File: src/rtl/ex_mem_if.sv
// Data-RAM request bus between the ex_mem stage (master) and the data RAM (slave).
interface ex_mem_if #(
    parameter int BUS_WIDTH  = 32,
    parameter int DATA_WIDTH = 32
);
    logic                  mem_req;
    logic                  mem_we;
    logic [BUS_WIDTH-1:0]  mem_addr;
    logic [DATA_WIDTH-1:0] mem_wdata;
    logic [3:0]            mem_wstrb;
    logic                  mem_addr_ok;

    modport master (
        output mem_req, mem_we, mem_addr, mem_wdata, mem_wstrb,
        input  mem_addr_ok
    );

    modport slave (
        input  mem_req, mem_we, mem_addr, mem_wdata, mem_wstrb,
        output mem_addr_ok
    );
endinterface

File: src/rtl/ex_mem.sv
// EX/MEM pipeline stage: latches execute results, issues the data-RAM
// load/store request over a req/addr_ok handshake, formats store strobes and
// data, and hands rd/control/func3/full address on to mem_wb.
module ex_mem #(
    parameter int BUS_WIDTH  = 32,
    parameter int DATA_WIDTH = 32,
    parameter int RD_WIDTH   = 5
) (
    input  logic                  clk,
    input  logic                  rst_n,
    input  logic                  hold,
    input  logic                  flush,
    input  logic                  valid_ex,
    input  logic                  ready_go_ex,
    output logic                  allow_in_mem,
    input  logic                  allow_in_wb,
    output logic                  valid_mem,
    output logic                  ready_go_mem,
    input  logic [BUS_WIDTH-1:0]  alu_result_i,
    input  logic [DATA_WIDTH-1:0] rs2_data_i,
    input  logic [RD_WIDTH-1:0]   rd_ex,
    input  logic [1:0]            control_flow_i,
    input  logic                  mem_write_i,
    input  logic [2:0]            ins_func3_i,
    output logic [BUS_WIDTH-1:0]  mem_address_o,
    output logic [RD_WIDTH-1:0]   rd_mem,
    output logic [1:0]            control_flow_o,
    output logic [2:0]            ins_func3_o,
    ex_mem_if.master              ram
);

    typedef enum logic [2:0] {
        S_IDLE = 3'b001,
        S_REQ  = 3'b010,
        S_WAIT = 3'b100
    } state_e;

    state_e                state_q, state_d;
    logic                  valid_q;
    logic [BUS_WIDTH-1:0]  addr_q;
    logic [DATA_WIDTH-1:0] rs2_q;
    logic [RD_WIDTH-1:0]   rd_q;
    logic [1:0]            control_flow_q;
    logic                  mem_write_q;
    logic [2:0]            func3_q;

    logic mem_op;
    logic in_req;
    logic in_wait;
    logic leave_ok;
    logic load_en;
    logic incoming;

    // Handshake and acceptance terms shared by the valid register and FSM.
    assign mem_op       = control_flow_q[1] | mem_write_q;
    assign in_req       = (state_q == S_REQ);
    assign in_wait      = (state_q == S_WAIT);
    assign leave_ok     = allow_in_wb & ~hold;
    assign ready_go_mem = ~mem_op | (in_req & ram.mem_addr_ok) | in_wait;
    assign allow_in_mem = ~valid_q | (ready_go_mem & leave_ok);
    assign load_en      = allow_in_mem & valid_ex & ready_go_ex & ~flush;
    assign incoming     = load_en & (control_flow_i[1] | mem_write_i);
    assign valid_mem    = valid_q;

    // Valid bit: flush always kills; otherwise refill whenever the slot opens.
    // NOTE: sequential state uses non-blocking assignments so every register samples pre-edge values.
    always_ff @(posedge clk or negedge rst_n) begin
        if (!rst_n) begin
            valid_q <= 1'b0;
        end else if (flush) begin
            valid_q <= 1'b0;
        end else if (allow_in_mem) begin
            valid_q <= valid_ex & ready_go_ex;
        end
    end

    // Datapath capture of the instruction entering this stage.
    // NOTE: datapath registers carry no reset; their contents are ignored while valid_mem is low.
    always_ff @(posedge clk) begin
        if (load_en) begin
            addr_q         <= alu_result_i;
            rs2_q          <= rs2_data_i;
            rd_q           <= rd_ex;
            control_flow_q <= control_flow_i;
            mem_write_q    <= mem_write_i;
            func3_q        <= ins_func3_i;
        end
    end

    // Request FSM state register.
    always_ff @(posedge clk or negedge rst_n) begin
        if (!rst_n) begin
            state_q <= S_IDLE;
        end else begin
            state_q <= state_d;
        end
    end

    // Request FSM next state: one request per instruction, back-to-back ops re-enter S_REQ.
    // NOTE: state_d gets a default before the case so no path leaves it unassigned (no latch).
    always_comb begin
        state_d = state_q;
        case (state_q)
            S_IDLE: begin
                if (incoming) state_d = S_REQ;
            end
            S_REQ: begin
                if (flush) begin
                    state_d = S_IDLE;
                end else if (ram.mem_addr_ok) begin
                    if (leave_ok) state_d = incoming ? S_REQ : S_IDLE;
                    else          state_d = S_WAIT;
                end
            end
            S_WAIT: begin
                if (flush) begin
                    state_d = S_IDLE;
                end else if (leave_ok) begin
                    state_d = incoming ? S_REQ : S_IDLE;
                end
            end
            default: state_d = S_IDLE;
        endcase
    end

    // Store formatting: byte strobes and lane-replicated write data from func3 and addr[1:0].
    always_comb begin
        ram.mem_wstrb = 4'b0000;
        ram.mem_wdata = rs2_q;
        case (func3_q)
            3'b000: begin
                ram.mem_wdata = {(DATA_WIDTH/8){rs2_q[7:0]}};
                if (mem_write_q) ram.mem_wstrb = 4'b0001 << addr_q[1:0];
            end
            3'b001: begin
                ram.mem_wdata = {(DATA_WIDTH/16){rs2_q[15:0]}};
                if (mem_write_q) ram.mem_wstrb = 4'b0011 << {addr_q[1], 1'b0};
            end
            3'b010: begin
                if (mem_write_q) ram.mem_wstrb = 4'b1111;
            end
            default: ram.mem_wstrb = 4'b0000;
        endcase
    end

    // Request outputs; mem_req drops combinationally on flush or reset.
    assign ram.mem_req  = in_req & valid_q & ~flush;
    assign ram.mem_we   = mem_write_q;
    assign ram.mem_addr = {addr_q[BUS_WIDTH-1:2], 2'b00};

    // Values handed to mem_wb.
    assign mem_address_o  = addr_q;
    assign rd_mem         = rd_q;
    assign control_flow_o = control_flow_q;
    assign ins_func3_o    = func3_q;

endmodule

File: src/flat_wrapper.sv
// flat-port wrapper written by rule: the top's interface ports become plain ports
module ex_mem_flat 
#(
    parameter int BUS_WIDTH  = 32,
    parameter int DATA_WIDTH = 32,
    parameter int RD_WIDTH   = 5
)
  (clk, rst_n, hold, flush, valid_ex, ready_go_ex, allow_in_mem, allow_in_wb, valid_mem, ready_go_mem, alu_result_i, rs2_data_i, rd_ex, control_flow_i, mem_write_i, ins_func3_i, mem_address_o, rd_mem, control_flow_o, ins_func3_o, ram_mem_req, ram_mem_we, ram_mem_addr, ram_mem_wdata, ram_mem_wstrb, ram_mem_addr_ok);
  ex_mem_if #(.BUS_WIDTH(BUS_WIDTH), .DATA_WIDTH(DATA_WIDTH)) ram_i ();
  input  logic clk;
  input  logic rst_n;
  input  logic hold;
  input  logic flush;
  input  logic valid_ex;
  input  logic ready_go_ex;
  output logic allow_in_mem;
  input  logic allow_in_wb;
  output logic valid_mem;
  output logic ready_go_mem;
  input  logic [BUS_WIDTH-1:0] alu_result_i;
  input  logic [DATA_WIDTH-1:0] rs2_data_i;
  input  logic [RD_WIDTH-1:0] rd_ex;
  input  logic [1:0] control_flow_i;
  input  logic mem_write_i;
  input  logic [2:0] ins_func3_i;
  output logic [BUS_WIDTH-1:0] mem_address_o;
  output logic [RD_WIDTH-1:0] rd_mem;
  output logic [1:0] control_flow_o;
  output logic [2:0] ins_func3_o;
  output wire logic [$bits(ram_i.mem_req)-1:0] ram_mem_req;
  output wire logic [$bits(ram_i.mem_we)-1:0] ram_mem_we;
  output wire logic [$bits(ram_i.mem_addr)-1:0] ram_mem_addr;
  output wire logic [$bits(ram_i.mem_wdata)-1:0] ram_mem_wdata;
  output wire logic [$bits(ram_i.mem_wstrb)-1:0] ram_mem_wstrb;
  input wire logic [$bits(ram_i.mem_addr_ok)-1:0] ram_mem_addr_ok;
  assign ram_mem_req = ram_i.mem_req;
  assign ram_mem_we = ram_i.mem_we;
  assign ram_mem_addr = ram_i.mem_addr;
  assign ram_mem_wdata = ram_i.mem_wdata;
  assign ram_mem_wstrb = ram_i.mem_wstrb;
  assign ram_i.mem_addr_ok = ram_mem_addr_ok;
  ex_mem #(.BUS_WIDTH(BUS_WIDTH), .DATA_WIDTH(DATA_WIDTH), .RD_WIDTH(RD_WIDTH)) u_core (.clk(clk), .rst_n(rst_n), .hold(hold), .flush(flush), .valid_ex(valid_ex), .ready_go_ex(ready_go_ex), .allow_in_mem(allow_in_mem), .allow_in_wb(allow_in_wb), .valid_mem(valid_mem), .ready_go_mem(ready_go_mem), .alu_result_i(alu_result_i), .rs2_data_i(rs2_data_i), .rd_ex(rd_ex), .control_flow_i(control_flow_i), .mem_write_i(mem_write_i), .ins_func3_i(ins_func3_i), .mem_address_o(mem_address_o), .rd_mem(rd_mem), .control_flow_o(control_flow_o), .ins_func3_o(ins_func3_o), .ram(ram_i));
endmodule
File: config.mk
export PLATFORM = sky130hd
export DESIGN_NAME = ex_mem_flat
export DESIGN_NICKNAME = d
export VERILOG_FILES = /design/src/rtl/ex_mem_if.sv /design/src/rtl/ex_mem.sv /design/src/flat_wrapper.sv
export SDC_FILE = /design/constraint.sdc
export NUM_CORES = 1
export LEC_CHECK = 0
export ABC_AREA = 1
export BUFFER_PORTS_ARGS = -buffer_cell sky130_fd_sc_hd__buf_2
export CORE_AREA = 2 2 81 114
export CTS_BUF_LIST = sky130_fd_sc_hd__clkbuf_2 sky130_fd_sc_hd__clkbuf_4 sky130_fd_sc_hd__clkbuf_8
export CTS_CLUSTER_DIAMETER = 120
export DETAILED_ROUTE_END_ITERATION = 8
export DIE_AREA = 0 0 83 116
export GPL_ROUTABILITY_DRIVEN = 0
export HOLD_SLACK_MARGIN = 0.08
export PLACE_DENSITY = 0.81
export SLEW_MARGIN = 20
export SYNTH_ARGS = -nofsm -noshare
export SYNTH_HDL_FRONTEND = slang
export SYNTH_SLANG_ARGS = --single-unit
File: constraint.sdc
create_clock -name clk -period 5.25 [get_ports clk]
set_input_delay 1.05 -clock clk [delete_from_list [all_inputs] [get_ports clk]]
set_output_delay 1.05 -clock clk [all_outputs]
set_load 0.005 [all_outputs]
==> impl_metrics.json <==
{
  "synth_mux_area_share_pct": 2.69,
  "syn_area_mm2": 0.00335,
  "post_cts_resized": 0,
  "ys.warnings.count": 0,
  "hpwl_um": 5910,
  "hold_buffers": 0,
  "slew-limit-headroom_pct": 41.2,
  "synth-seq-area-share_pct": 70.2,
  "io_buffers": 195,
  "synth_top_cells_by_count": "edfxtp_1 (75), buf_4 (42), nand2_1 (23)",
  "yosysMostFrequentCell": "edfxtp_1",
  "skew_ns": 0.00595,
  "antenna_left": 0,
  "cts_sinks": 79,
  "synthFlopType": "edfxtp_1",
  "synth_compound_area_share_pct": 6.31,
  "setup_viol": 0,
  "powerDensity_mw_per_mm2": 289,
  "netlist.top_cell.by_area": "edfxtp_1",
  "core_mm2": 0.00856,
  "worstSetupPathType": "reg -> out",
  "synth_edf_count": 75,
  "die_width_um": 83,
  "synth-xor-area-share_pct": 0,
  "syn-mean-instance-area_um2": 14.1,
  "routedWlPerCell_um": 14.8,
  "ys_seq_elements": 79,
  "cts_htree_levels": 3,
  "hold_class": "in -> async",
  "worst_slew_pin_slew_ns": 0.882,
  "tns_ns": 0,
  "grt.overflow.total": 0,
  "drive_gt1_share_pct": 57.8,
  "final_nets": 486,
  "drt_first_pass_iters": 4,
  "antenna_found_initial": 0,
  "routed_via_density": 4.58,
  "synth_cell_types": 29,
  "leakagePower_uw": 0.00192,
  "placed_area_mm2": 0.00415,
  "cp.arrival_ns": 2.21,
  "grt_start_max_net_pins": 55,
  "cts_root_buffer": "clkbuf_8",
  "cts.reportedPaths.clkPinSlew_ns": 0.08,
  "die_height_um": 116,
  "vias": 2350,
  "cts_buffer_depth": 2,
  "grt_pass1_vias": 2235,
  "io-pin-count": 198,
  "fin_crit_ns": 3.26,
  "numCtsBuffers": 9,
  "cts_tree": "yes",
  "vdd.ir_drop.worst_mv": 0.197,
  "hold_viol_final": 0,
  "required_ns": 4.20,
  "area_growth_pct": 29.2,
  "cp-start-kind": "flip-flop",
  "status": "complete, no violations",
  "ys_top_cells_by_area": "edfxtp_1 (67%), buf_4 (9.4%), o21ai_0 (3.3%)",
  "async_flop_share_pct": 5.06,
  "grt_setup_unrepaired": "no",
  "drc": 0,
  "postRouteWirelength_um": 7600,
  "num_rows": 40,
  "synthCells": 238,
  "dieArea_mm2": 0.00963,
  "synth_top_family_by_area": "buffers and inverters",
  "maxCapViolCount": 0,
  "synth.top_cell.area_share_pct": 67.2,
  "max_freq_mhz": 307,
  "fin_crit_sh_pct": 62.1,
  "end_kind": "output pin",
  "n_antenna_cell": 0,
  "grt_pass1_wl_um": 11000,
  "stdcell_area_mm2": 0.00433,
  "ff2ff_setup_slack_ns": 2.74,
  "synth_fa_ha_area_share_pct": 0,
  "initial_utilization_pct": 39.2,
  "cts_setup_buffers": 0,
  "drt_iter0_drc": 111,
  "clock_latency_ns": 0.35,
  "r2r_cells": 8,
  "yosys.area_share.simple_pct": 8.58,
  "grt_use_total_pct": 15.0,
  "finalMaxSlewViolations": 0,
  "worstPathMaxFanout": 18
}
## critical path, stage by stage, from the launching register on
cell	delay, ns
edfxtp_1	0.64
nor3_4	0.67
nand3_1	0.17
o21ai_0	0.23
buf_2	0.15
## state kept, by name, indices dropped and copies added, names as in the netlist
name,cells
u_core.rs2_q,32
u_core.mem_address_o,32
u_core.ins_func3_o,3
u_core.control_flow_o,2
u_core.valid_mem,1
u_core.rd_mem,5
u_core.state_q,3
u_core.ram.mem_we,1
## cells in the final DEF, fill, tap and decap left out
master        n
a21oi_2       1
nor3_1        2
inv_1        22
nor2_1        4
nand2_2       3
o21ai_2       1
inv_6         2
nand3_4       1
nand3_1       5
edfxtp_1     75
nand2_4       2
dfstp_2       1
conb_1        2
o211ai_1      8
nand3b_1      1
nand4_1       1
buf_4         1
nor2_8        2
nor3_2        1
o21ai_1       2
dfrtp_1       3
nor2_2        2
clkbuf_8      9
buf_2       195
nor3_4        1
clkinvlp_4    4
nand2_1      23
o2111ai_1     1
clkinv_4      1
mux2_2        8
a21oi_1       1
clkinv_2      1
o21ai_0      22
## worst paths after layout
check                                                end                  start
worst max-delay path                    ram_mem_wstrb[0]  u_core.ins_func3_o[2]
worst min-delay path                    u_core.valid_mem                  rst_n
worst max register to register  u_core.mem_address_o[18]      u_core.state_q[0]
worst min register to register          u_core.valid_mem       u_core.valid_mem
max in group asynchronous              u_core.state_q[0]                  rst_n
min in group clk                        u_core.valid_mem       u_core.valid_mem
## layout make-up
| cell class | count | area, um2 |
|---|---|---|
| clock buffer | 9 | 124 |
| fill | 746 | 4230 |
| timing repair buffer | 196 | 983 |
| multi-input combinational | 94 | 597 |
| tap | 105 | 131 |
| sequential | 79 | 2350 |
| clock inverter | 7 | 56.3 |
| inverter | 23 | 87.6 |
## layer usage
metal / track usage, % / share of wire (%)
met1: 17.2 / 37
met2: 26.5 / 55
met3: 3.06 / 5.9
met4: 8.31 / 2.1
met5: 0 / 0
## power breakdown
group          internal (uW)  switching [uW]
Clock                    175             225
Combinational           57.1            64.3
Sequential               718            13.4
Total                    950             303
## through the flow
step	utilization [%]	power, uW	cells	hold slack, ns	setup WS, ns
detailed placement	48.5	868	497	0.642	2.01
floorplan	-	808	239	0.586	2.59
global placement	48.5	860	497	0.619	2.16
CTS	50.6	1270	513	0.474	1.95
global route	50.6	1310	513	0.477	1.78
finish	50.6	1250	513	0.492	1.99
## cells by family after synthesis
kind of cell,count (synthesis)
mux,8
simple gates,48
other cells,1
buf+inv,66
flops,79
compound gates,36
Power figures use the tool's default switching activity.
